===== config.mk =====
export PLATFORM = sky130hd
export DESIGN_NAME = pbd_arbiter_flat
export DESIGN_NICKNAME = d
export VERILOG_FILES = /design/src/rtl/pbd_arbiter_if.sv /design/src/rtl/pbd_arbiter.sv /design/src/flat_wrapper.sv
export SDC_FILE = /design/constraint.sdc
export NUM_CORES = 1
export LEC_CHECK = 0
export CAP_MARGIN = 20
export CORE_MARGIN = 3
export CORE_UTILIZATION = 46
export CTS_CLUSTER_DIAMETER = 200
export CTS_CLUSTER_SIZE = 40
export DETAILED_ROUTE_END_ITERATION = 10
export PLACE_DENSITY = 0.75
export SLEW_MARGIN = 20
export SYNTH_ARGS = -nofsm -noshare
export SYNTH_HDL_FRONTEND = slang
export SYNTH_SLANG_ARGS = --single-unit

===== constraint.sdc =====
create_clock -name clk -period 1.5 [get_ports clk]
set_input_delay 0.3 -clock clk [delete_from_list [all_inputs] [get_ports clk]]
set_output_delay 0.3 -clock clk [all_outputs]
set_load 0.03 [all_outputs]

===== src/rtl/pbd_arbiter_if.sv =====
// Request/grant bundle between two requesters and the arbiter that drives
// the downstream 1-to-2 decoder (select a, enable e).
interface pbd_arbiter_if;
  logic req0;
  logic req1;
  logic a;
  logic e;
  logic busy;

  modport master (output req0, output req1, input a, input e, input busy);
  modport slave  (input req0, input req1, output a, output e, output busy);
endinterface


===== src/rtl/pbd_arbiter.sv =====
// Two-channel round-robin arbiter driving a 1-to-2 decoder: a grant lasts
// at most HOLD_CYCLES cycles, and grants are separated by GAP_CYCLES dead cycles.
module pbd_arbiter #(
  parameter int HOLD_CYCLES = 4,
  parameter int GAP_CYCLES  = 1
) (
  input  logic          clk,
  input  logic          rst,
  pbd_arbiter_if.slave  bus,
  output logic [1:0]    fsm_state
);

  typedef enum logic [1:0] {
    IDLE  = 2'd0,
    GRANT = 2'd1,
    GAP   = 2'd2
  } state_t;

  localparam logic [3:0] HOLD_LOAD = 4'(HOLD_CYCLES - 1);
  localparam logic [2:0] GAP_LOAD  = 3'(GAP_CYCLES - 1);

  state_t     state;
  logic       a_q;
  logic       e_q;
  logic       busy_q;
  logic       last_owner;
  logic [3:0] hold_cnt;
  logic [2:0] gap_cnt;

  logic any_req;
  logic pick;
  logic owner_req;

  // On a tie the channel that did not own the previous grant wins.
  assign any_req   = bus.req0 | bus.req1;
  assign pick      = (bus.req0 & bus.req1) ? ~last_owner : bus.req1;
  assign owner_req = a_q ? bus.req1 : bus.req0;

  always_ff @(posedge clk) begin
    if (rst) begin
      state      <= IDLE;
      a_q        <= 1'b0;
      e_q        <= 1'b0;
      busy_q     <= 1'b0;
      last_owner <= 1'b1;
      hold_cnt   <= 4'd0;
      gap_cnt    <= 3'd0;
    end else begin
      case (state)
        IDLE: begin
          if (any_req) begin
            state    <= GRANT;
            a_q      <= pick;
            e_q      <= 1'b1;
            busy_q   <= 1'b1;
            hold_cnt <= HOLD_LOAD;
          end
        end
        GRANT: begin
          // a stays frozen here so the decoder never sees a select change while enabled.
          if (hold_cnt == 4'd0 || !owner_req) begin
            state      <= GAP;
            e_q        <= 1'b0;
            last_owner <= a_q;
            gap_cnt    <= GAP_LOAD;
          end else begin
            hold_cnt <= hold_cnt - 4'd1;
          end
        end
        GAP: begin
          if (gap_cnt == 3'd0) begin
            if (any_req) begin
              state    <= GRANT;
              a_q      <= pick;
              e_q      <= 1'b1;
              hold_cnt <= HOLD_LOAD;
            end else begin
              state  <= IDLE;
              busy_q <= 1'b0;
            end
          end else begin
            gap_cnt <= gap_cnt - 3'd1;
          end
        end
        default: begin
          state  <= IDLE;
          e_q    <= 1'b0;
          busy_q <= 1'b0;
        end
      endcase
    end
  end

  assign bus.a    = a_q;
  assign bus.e    = e_q;
  assign bus.busy = busy_q;
  assign fsm_state = state;

endmodule


===== src/flat_wrapper.sv =====
// flat-port wrapper written by rule: the top's interface ports become plain ports
module pbd_arbiter_flat 
#(
  parameter int HOLD_CYCLES = 4,
  parameter int GAP_CYCLES  = 1
)
  (clk, rst, fsm_state, bus_req0, bus_req1, bus_a, bus_e, bus_busy);
  pbd_arbiter_if bus_i ();
  input  logic clk;
  input  logic rst;
  output logic [1:0] fsm_state;
  input wire logic [$bits(bus_i.req0)-1:0] bus_req0;
  input wire logic [$bits(bus_i.req1)-1:0] bus_req1;
  output wire logic [$bits(bus_i.a)-1:0] bus_a;
  output wire logic [$bits(bus_i.e)-1:0] bus_e;
  output wire logic [$bits(bus_i.busy)-1:0] bus_busy;
  assign bus_i.req0 = bus_req0;
  assign bus_i.req1 = bus_req1;
  assign bus_a = bus_i.a;
  assign bus_e = bus_i.e;
  assign bus_busy = bus_i.busy;
  pbd_arbiter #(.HOLD_CYCLES(HOLD_CYCLES), .GAP_CYCLES(GAP_CYCLES)) u_core (.clk(clk), .rst(rst), .bus(bus_i), .fsm_state(fsm_state));
endmodule

==> results of run 1 <==
## registers in the layout, indices dropped and copies added, names as in the netlist
signal,cells
u_core.hold_cnt,4
u_core.gap_cnt,3
u_core.fsm_state,2
u_core.bus.a,1
u_core.bus.busy,1
u_core.bus.e,1
u_core.last_owner,1
## synthesized netlist by cell type
| cell | number |
|---|---|
| nand3b_1 | 1 |
| mux2i_2 | 1 |
| or2b_1 | 1 |
| nor2_1 | 8 |
| nor3_1 | 3 |
| nor4_1 | 1 |
| o21ai_1 | 1 |
| a211oi_1 | 2 |
| a21oi_1 | 7 |
| dfxtp_1 | 13 |
| and2_1 | 1 |
| or4b_1 | 2 |
| a211oi_2 | 1 |
| inv_1 | 7 |
| nor3_2 | 1 |
| nor4bb_1 | 1 |
| o21ai_0 | 1 |
| o21bai_1 | 1 |
| a31oi_1 | 3 |
| nand2_1 | 3 |
| a21o_1 | 1 |
| nor2b_1 | 2 |
| a211o_1 | 1 |
| clkbuf_1 | 1 |
| o31ai_1 | 1 |
| nand3_1 | 3 |
| nand2b_1 | 2 |
| nor3b_2 | 1 |
| ha_1 | 3 |
| or3_1 | 2 |
## worst min-delay path, delay by kind of cell
family                 cells  cell delay (ns)
buffers and inverters      1             0.17
and+or+nand+nor            2             0.16
AOI/OAI and AO/OA          1             0.06
## cell families (layout without fill, tap and decap cells)
| logic type | after synthesis | count (layout) |
|---|---|---|
| fa+ha+maj | 3 | 3 |
| simple gates | 32 | 32 |
| flops | 13 | 13 |
| buf+inv | 8 | 33 |
| compound gates | 19 | 19 |
| mux | 1 | 1 |
## stage by stage
stage / util / TNS (ns) / cells / power, W
6_report: 0.8210 / -0.1726 / 115 / 0.0008656
2_1_floorplan: - / 0 / 76 / 0.0004996
3_5_place_dp: 0.6903 / -2.196 / 109 / 0.0005954
4_1_cts: 0.7428 / -0.04598 / 114 / 0.0008242
3_3_place_gp: 0.6903 / -1.357 / 109 / 0.0005893
5_1_grt: 0.8210 / -0.4584 / 115 / 0.0009049
## worst paths after layout
check,from,end,slack [ns],cells past startpoint
max reg2reg,u_core.hold_cnt[0],u_core.hold_cnt[2],-0.09,6
min reg2reg,u_core.gap_cnt[0],u_core.gap_cnt[0],0.49,2
max,u_core.hold_cnt[0],u_core.hold_cnt[2],-0.09,6
min,bus_req0,u_core.bus.a,0.45,4
## repair_timing
action	CTS	global route
setup buffers	1	1
pin swaps	2	4
resized for setup	14	21
endpoints found under the setup margin	10	10
endpoints found under the hold margin	0	0
## layer usage
layer	vias to the layer above	track usage
li1	324	-
met1	320	0.2430
met2	16	0.3169
met3	4	0.04149
met4	0	0.1205
met5	-	0
## power breakdown
part / leakage [nW] / switching [W] / total (W) / internal [W]
logic: 0.272 / 0.000133 / 0.000255 / 0.000122
clock network: 0.0150 / 0.000116 / 0.000219 / 0.000103
registers: 0.109 / 0.0000211 / 0.000391 / 0.000370
total: 0.395 / 0.000271 / 0.000866 / 0.000595
## area by class of cell
cell class                 count  share of cell area
multi-input combinational     55              0.4674
sequential                    13              0.2669
timing repair buffer          22              0.1955
clock buffer                   4             0.02632
inverter                       7             0.02632
tap                           14             0.01754
==> results.tsv, run 1 <==
stage	metric	value	unit
logic_synthesis	Synth Register Bits	13	
floorplan	io pins	9	
grt	largest net degree at the start of global routing	14	
floorplan	row count	12	
final_layout	nets	109	
routing	Final ANT Viol Nets	0	
sta	worst-margin pin slew	0.3061	ns
setup_path	worst endpoint data arrival time	1.79	ns
setup_path	delay-heaviest family, CP	simple AND/OR/NAND/NOR gates	
cts	Sink Count	13	
logic_synthesis	Post-Syn Area	653.1	sq um
flow_run	number of max-cap violations	0	
final_layout	synth-to-layout area growth	52.87	%
routing	DR top layer	met4	
routing	Pre-antenna DRT Iters	4	
sta	Max Slew Vio Count	0	
logic_synthesis	post-synthesis mux area share	0.02107	
sta	Worst Skew	0.005198	ns
floorplan	Die W	43.68	um
cts	CTS hold repair buffers	0	
logic_synthesis	Post-Synth Simple-Gate Area	0.2893	
cts	CTS tree	built	
final_layout	Layout fillers	80	
logic_synthesis	register area share after synthesis	0.3985	
floorplan	Die Ht	43.68	um
setup_path	WP buf/inv	1	
final_layout	most frequent cells in the layout	buf_4, dfxtp_1, nor2_1, dlygate4sd2_1	
final_layout	multi-input logic area	466.7	sq um
grt	vias in the first global route	624	
logic_synthesis	top post-synthesis cells by area	dfxtp_1, ha_1, a21oi_1, nor2_1, inv_1	
logic_synthesis	Syn Nets	83	
placement	GPL Wtd Cong	0.8022	
floorplan	die footprint	0.001908	sq mm
final_layout	commonest non-fill, non-tap cell in the layout	buf_4	
placement	Placement Setup Slack	-0.3075	ns
sta	Tmin final	1.594	ns
sta	unrepaired setup endpoints after global routing	true	
logic_synthesis	Ys Warns	0	
cts	clock buffers created by TritonCTS	3	
placement	IO buf count	8	
sta	Peak Freq	627.3	MHz
routing	Via density	5.774	
final_layout	share of cells above drive strength 1	0.3861	
setup_path	crit-path max cell delay	0.51	ns
setup_path	CP required	1.69	ns
placement	placed cell areas	839.6	sq um
floorplan	Core ar.	0.001216	sq mm
final_layout	post-route design area	998.5	sq um
cts	Clock Tree Root	clkbuf_4	
routing	# DRC	0	
pwr	PD cells	866.9	mW/mm^2
logic_synthesis	Synth cell types	30	
cts	clk slew on worst S/H paths	0.08	ns
setup_path	Setup CP Type	register to register	
cts	H-tree levels	1	
setup_path	critical path, cell by cell	inv_2 > ha_4 > nor3b_4 > nor3_4 > or4b_1 > o31ai_1	
setup_path	CP Capture Type	register	
setup_path	slowest cell on the critical path	or4b_1	
final_layout	n_diodes	0	
setup_path	nature of the critical path startpoint	register	
logic_synthesis	mean post-synth cell area	8.594	sq um
sta	Final Hold Viols	0	
routing	met2 wire length	874	um
cts	CTS max path bufs	2	
grt	first-pass GRT wire length	2801	um
setup_path	Critical Path Fanout Max	3	
routing	wire per inst	15.79	um
min_path	HP Class	primary input to register	
routing	met3 wire len	68	um
grt	gr usage total	0.1990	
logic_synthesis	Yosys top cell by area	dfxtp_1	
routing	DRT iter0 DRCs	6	
logic_synthesis	share of the synthesized area in the top cell type	0.3985	
run_status	status	finished, violations left	
sta	slew margin rel.	0.7968	
placement	dpl hpwl	1109	um
pwr	peak supply drop	0.6550	mV
logic_synthesis	Post-Synth XOR/XNOR Area	0	
floorplan	Starting Density	0.5370	
logic_synthesis	largest family of logic cells by synthesized area	simple AND/OR/NAND/NOR gates	
sta	Final Cycle Share	1.063	
logic_synthesis	Adder-Cell Fraction of Synth Area	0.05747	
grt	GRT overflow	0	
logic_synthesis	Syn Inst Count	76	
routing	total number of vias	664	
sta	endpoints failing setup	4	
final_layout	FF/Latch Area	266.5	sq um
grt	antenna violations before repair	0	
sta	hold slack	0.4537	ns
routing	M1 wire length	836	um
sta	worst setup margin	-0.09423	ns
routing	Post-Route WL	1816	um
pwr	Static Leakage	0.3954	nW
cts	Worst-Skew Late Latency	0.28	ns
run_status	violated checks	setup timing	
logic_synthesis	post-synthesis compound-gate area fraction	0.1877	
Note: power is estimated with default switching activity, not from simulation.
==> run 2, diff against run 1 <==
- CTS_CLUSTER_DIAMETER: 200 -> 100
==> results of run 2 <==
No change in the layout: final DEF, timing and power equal those of run 1.
